[config.mk]
export PLATFORM = sky130hd
export DESIGN_NAME = prng_seq_ctrl
export DESIGN_NICKNAME = d
export VERILOG_FILES = /design/src/rtl/prng_seq_ctrl.sv
export SDC_FILE = /design/constraint.sdc
export NUM_CORES = 1
export LEC_CHECK = 0
export BUFFER_PORTS_ARGS = -buffer_cell sky130_fd_sc_hd__clkbuf_2
export CAP_MARGIN = 0
export CORE_MARGIN = 2
export CORE_UTILIZATION = 36
export CTS_BUF_LIST = sky130_fd_sc_hd__clkbuf_4 sky130_fd_sc_hd__clkbuf_8
export DETAILED_ROUTE_END_ITERATION = 10
export GPL_ROUTABILITY_DRIVEN = 0
export PLACE_DENSITY = 0.78
export SLEW_MARGIN = 20
export SYNTH_ARGS = -nofsm -noshare
export SYNTH_HDL_FRONTEND = slang
export SYNTH_SLANG_ARGS = --single-unit
export TNS_END_PERCENT = 5
[constraint.sdc]
create_clock -name clk -period 1.5 [get_ports clk]
set_input_delay 0.225 -clock clk [delete_from_list [all_inputs] [get_ports clk]]
set_output_delay 0.225 -clock clk [all_outputs]
set_load 0.05 [all_outputs]
[src/rtl/prng_seq_ctrl.sv]
// Control FSM for the 16-bit PRNG datapath: loads seed and count, steps the
// counter, and hands each result z to a valid/ready consumer. Macro PRNG_ITER_CNT_EN enables iter_cnt.
module prng_seq_ctrl #(
    parameter int WIDTH = 16
) (
    input  logic             clk,
    input  logic             rst,
    input  logic             start,
    input  logic [WIDTH-1:0] seed_in,
    input  logic [WIDTH-1:0] count_in,
    input  logic             eq,
    input  logic [WIDTH-1:0] z,
    output logic [WIDTH-1:0] data_out,
    output logic             lda,
    output logic             ldb,
    output logic             decb,
    output logic [WIDTH-1:0] result,
    output logic             out_valid,
    input  logic             out_ready,
    output logic             busy,
    output logic             done,
    output logic [WIDTH-1:0] iter_cnt
);

    typedef enum logic [3:0] {
        IDLE, LDA, LDB, CHK, CAP, OUT, DEC, WAIT, FIN
    } state_t;

    state_t state;

    // Strobes are registered alongside the state so each is high exactly
    // while the FSM sits in the matching state.
    always_ff @(posedge clk or posedge rst) begin
        if (rst) begin
            state     <= IDLE;
            lda       <= 1'b0;
            ldb       <= 1'b0;
            decb      <= 1'b0;
            done      <= 1'b0;
            out_valid <= 1'b0;
            result    <= '0;
        end else begin
            lda  <= 1'b0;
            ldb  <= 1'b0;
            decb <= 1'b0;
            done <= 1'b0;
            case (state)
                IDLE: if (start) begin
                    state <= LDA;
                    lda   <= 1'b1;
                end
                LDA: begin
                    state <= LDB;
                    ldb   <= 1'b1;
                end
                LDB: state <= CHK;
                CHK: if (eq) begin
                    state <= FIN;
                    done  <= 1'b1;
                end else begin
                    state <= CAP;
                end
                CAP: begin
                    result    <= z;
                    out_valid <= 1'b1;
                    state     <= OUT;
                end
                OUT: if (out_ready) begin
                    out_valid <= 1'b0;
                    decb      <= 1'b1;
                    state     <= DEC;
                end
                DEC:  state <= WAIT;
                WAIT: state <= CHK;
                FIN:  state <= IDLE;
                default: state <= IDLE;
            endcase
        end
    end

    // Seed and count are only guaranteed stable once busy, so the bus is
    // muxed live from the state rather than captured at start.
    always_comb begin
        data_out = '0;
        if (state == LDA)      data_out = seed_in;
        else if (state == LDB) data_out = count_in;
    end

    assign busy = (state != IDLE);

`ifdef PRNG_ITER_CNT_EN
    logic [WIDTH-1:0] cnt_q;

    always_ff @(posedge clk or posedge rst) begin
        if (rst)
            cnt_q <= '0;
        else if (state == IDLE && start)
            cnt_q <= '0;
        else if (state == OUT && out_ready)
            cnt_q <= cnt_q + 1'b1;
    end

    assign iter_cnt = cnt_q;
`else
    assign iter_cnt = '0;
`endif

endmodule

### Word level (Yosys, flattened, before mapping)

Index checks and enable logic that the tools add are counted.

* eq/ne operators: 9
* multiplexer cells: 15
* reductions and logical operators: 6

Operators with widths (number)
* 2-to-1 mux 16 bit: 2
* one-hot mux 4 bit (7 select lines): 1
* equality test 4 x 3 -> 1 bit, second input constant: 4
* 2-to-1 mux 4 bit: 3
* equality test 4 x 2 -> 1 bit, second input constant: 2
* 2-to-1 mux 1 bit: 8
* equality test 4 x 1 -> 1 bit, second input constant: 1
* zero test 4 bit: 1
* inequality test 2 bit, second input constant: 2
* AND reduction 2 bit: 2
* nonzero test 4 bit: 1
* one-hot mux 1 bit (2 select lines): 1
* nonzero test 2 bit: 1
* OR reduction 2 bit: 1

* register bits: 25
* input port bits: 53
* output and inout port bits: 54
* word-level logic and storage cells: 37

### Depth between registers and ports, before layout

* depth after elaboration: 3
* depth in mapped cells: 6
* mapped depth without buffers: 3

### Least setup slack after synthesis

Ideal clock, no wire load.

* kind: reg2out
* start point: register state[1]
* end point: output port data_out[10]
* arrival time: 1826 ps
* setup slack: -551 ps
* stages on the path, launching flop included: 7
* buffers on the path: 3
* cell sequence: dfrtp_1 -> buf_2 -> nor2b_1 -> buf_2 -> buf_1 -> a22oi_1 -> nor2_1

* word-level cells in the longest chain between the ends: 3
* elaborated cells on any way between the ends: 4

Ends and longest elaborated chain
* start, declared: line 29 `state_t state;`
* start signal, assigned: line 35 `state <= IDLE;`
* start signal, assigned: line 49 `state <= LDA;`
* start signal, assigned: line 53 `state <= LDB;`
* equality test 4 x 2 -> 1 bit: line 86 `else if (state == LDB) data_out = count_in;`
* 2-to-1 mux 16 bit: line 86
* 2-to-1 mux 16 bit *: line 85 `if (state == LDA) data_out = seed_in;`
* end, declared: line 13 `output logic [WIDTH-1:0] data_out,`

Mark *: on every way between the ends. The rest lies on a longest branch, timed or not.

### Worst setup path after layout

* start point: register state[0]
* end point: output port data_out[13]

Same word-level chain as after synthesis.

==> flow_summary_export.csv <==
group,metric,value,unit
outcome,outcome,"finished with violations",
outcome,failed_checks,"negative setup slack",
layout,stdcell_count,274,
clocking,clk_pin_slew,0.08,ns
detailed_routing,viasPerCell,4.80,
timing,max_freq,595,MHz
clocking,cts_tree,"yes",
hold_path,hold_path.class,"input pin to flop",
global_routing,grt_max_degree,26,
flow_run,maxCapViolCount,0,
timing,min_period,1.68,ns
detailed_routing,met3WireLength,387,um
pwr,p_per_area,2740,mW/mm^2
worst_setup_path,slowest_stage,"dfrtp_2",
clocking,cts_buffers,3,
layout,drive_above_1_share,72.1,%
detailed_routing,wl_met2,2.11,mm
timing,setup_ws,-0.180,ns
worst_setup_path,crit_chain,"nor2b_4 -> buf_6 -> a22oi_2 -> nor2_4 -> buf_8",
logic_synthesis,avgSynthCellArea,10.6,um^2
logic_synthesis,synth_edf_count,0,
logic_synthesis,yosysUniqueCellTypes,25,
worst_setup_path,cpPeakStageDelay,0.45,ns
global_routing,grt_antenna_before_repair,0,
detailed_routing,drt_iter0_drc,52,
floorplanning,dieArea,0.00422,mm^2
clocking,clock_tree.buffer_depth,2,
layout,area_delta_synth_final,74.8,%
floorplanning,die_w,64.9,um
worst_setup_path,timing_worst_setup_path_type,"flop to output pin",
layout,n_antenna_cell,0,
timing,rsz0062_at_grt,"true",
timing,finalMaxSlewViolations,0,
detailed_routing,drt-wirelength-per-cell,14.4,um
clocking,htreeDepth,1,
floorplanning,core_area,0.00361,mm^2
layout,fin_nets,280,
pwr,vdd_ir_drop_max,1.40,mV
worst_setup_path,cp.buffers_inverters,2,
detailed_routing,wl_met1,1.42,mm
timing,clock_skew,0.00502,ns
detailed_routing,routed_wl,3.95,mm
clocking,cts_root_buf,"clkbuf_8",
worst_setup_path,cp.arrival,1.46,ns
worst_setup_path,crit_required,1.27,ns
worst_setup_path,cp_max_fo,8,
detailed_routing,dr.pass1.iters,4,
timing,fin_crit_sh,112,%
worst_setup_path,worst_setup_path_end_kind,"output pin",
logic_synthesis,yosys_most_used_dff,"dfrtp_1",
place,dp_hpwl,2.43,mm
worst_setup_path,crit_family,"flip-flops",
detailed_routing,routed.top_layer,"met4",
floorplanning,ioPinCount,107,
timing,finalSetupViolCount,33,
place,io_buffers,90,
layout,utilization,64.8,%
logic_synthesis,async_flop_share,100,%
worst_setup_path,critPathLaunchType,"flop",
logic_synthesis,synth_cells,126,
floorplanning,die_h,64.9,um
detailed_routing,postRouteAntennaNets,0,
clocking,insertion_delay,0.26,ns
pwr,p_total,6410,uW
detailed_routing,via_count,1314,
place,placed_cells_incl_taps,265,
global_routing,grt_pass1_wl,5.70,mm
logic_synthesis,synth_area,0.00134,mm^2
detailed_routing,drc,0,
floorplanning,rows,22,
timing,finalHoldViolations,0,
global_routing,grt-ovfl-total,0,
logic_synthesis,synth_warnings,0,
pwr,leakagePower,0.00117,uW
global_routing,grt_pass1_vias,1233,
logic_synthesis,ys_seq_area_share,46.8,%
floorplanning,start_util,37.1,%
global_routing,grtUsageTotal,17.9,%
clocking,cts.sinks,25,
logic_synthesis,synth_seq_cells,25,
[final timing paths]
path	slack [ns]	cells after the start	endpoint	start
worst max-delay path	-0.18	5	data_out[13]	state[0]
worst min-delay path	0.16	3	lda	start
worst max register to register	-0.17	5	result[6]	state[0]
worst min register to register	0.51	1	result[15]	result[15]
max in group asynchronous	0.71	4	state[1]	rst
min in group asynchronous	0.54	4	lda	rst
[flip-flops by register name, summed over array words and instances, names as in the netlist]
signal and count:
ldb 1, done 1, decb 1, result 16
out_valid 1, state 4, lda 1
[area by class of cell]
cell class,instances,area (um^2)
clock buffer,4,48.8
fill,289,1270
inverter,2,7.51
multi-input combinational,89,808
sequential,25,628
tap,48,60.1
timing repair buffer,106,783
[worst min-delay path: stages]
cell      delay (ns)
clkbuf_2        0.09
inv_1           0.04
nor2_1          0.03
[layer usage]
metal | vias to the layer above | global-route usage [%]
li1 | 597 | -
met1 | 630 | 18.9
met2 | 83 | 32.9
met3 | 4 | 5.73
met4 | 0 | 6.38
met5 | - | 0
[cell usage in the layout (no fill, tap or decap), types with 3 or more instances in the layout]
cell type / count
mux2_4: 12
clkbuf_2: 73
conb_1: 16
buf_6: 3
dfrtp_1: 23
buf_8: 15
buf_12: 3
a22oi_1: 3
mux2_2: 4
nor2_4: 10
nor2_1: 8
buf_4: 10
a22oi_2: 13
clkbuf_8: 4
nor2_2: 6
[cells by family (layout without fill, tap and decap cells)]
kind of cell	after synthesis	count (layout)	synth area share, %
flip-flops	25	25	46.8
buffers and inverters	27	112	13.6
multiplexers	17	17	14.2
AO/OA/AOI/OAI	20	20	11.0
AND/OR/NAND/NOR	36	36	14.1
other	1	16	0.281
[report_power, final]
| group | switching [uW] | total (uW) | internal [uW] |
|---|---|---|---|
| logic | 3000 | 4830 | 1820 |
| registers | 192 | 1180 | 989 |
| clock network | 192 | 399 | 207 |
[cells in the mapped netlist, types with 2 or more instances]
library cell | number | area [um^2]
a21oi_1 | 2 | 10.0
a22oi_1 | 16 | 120
buf_2 | 4 | 20.0
buf_4 | 16 | 120
buf_6 | 2 | 22.5
clkbuf_1 | 2 | 7.51
dfrtp_1 | 25 | 626
inv_1 | 2 | 7.51
mux2_2 | 16 | 180
nor2_1 | 24 | 90.1
nor2b_1 | 3 | 18.8
[through the flow]
stage	hold slack (ns)	worst slack, ns	TNS [ns]	instance area (um^2)
2_1_floorplan	0.252	-0.116	-2.59	1500
3_3_place_gp	0.268	-0.0214	-0.231	1940
3_5_place_dp	0.274	-0.0626	-0.907	1940
4_1_cts	0.155	-0.209	-5.36	2280
5_1_grt	0.159	-0.266	-7.04	2340
6_report	0.160	-0.180	-5.01	2340
[what timing repair did]
action / 4_1_cts / 5_1_grt
hold endpoints to repair: 25 / 0
setup buffers: 2 / 0
gates cloned: 2 / 0
resized for setup: 59 / 25
hold buffers: 1 / 0
pin swaps: 18 / 3
setup endpoints to repair: 33 / 33
(Power assumes the default switching activity.)
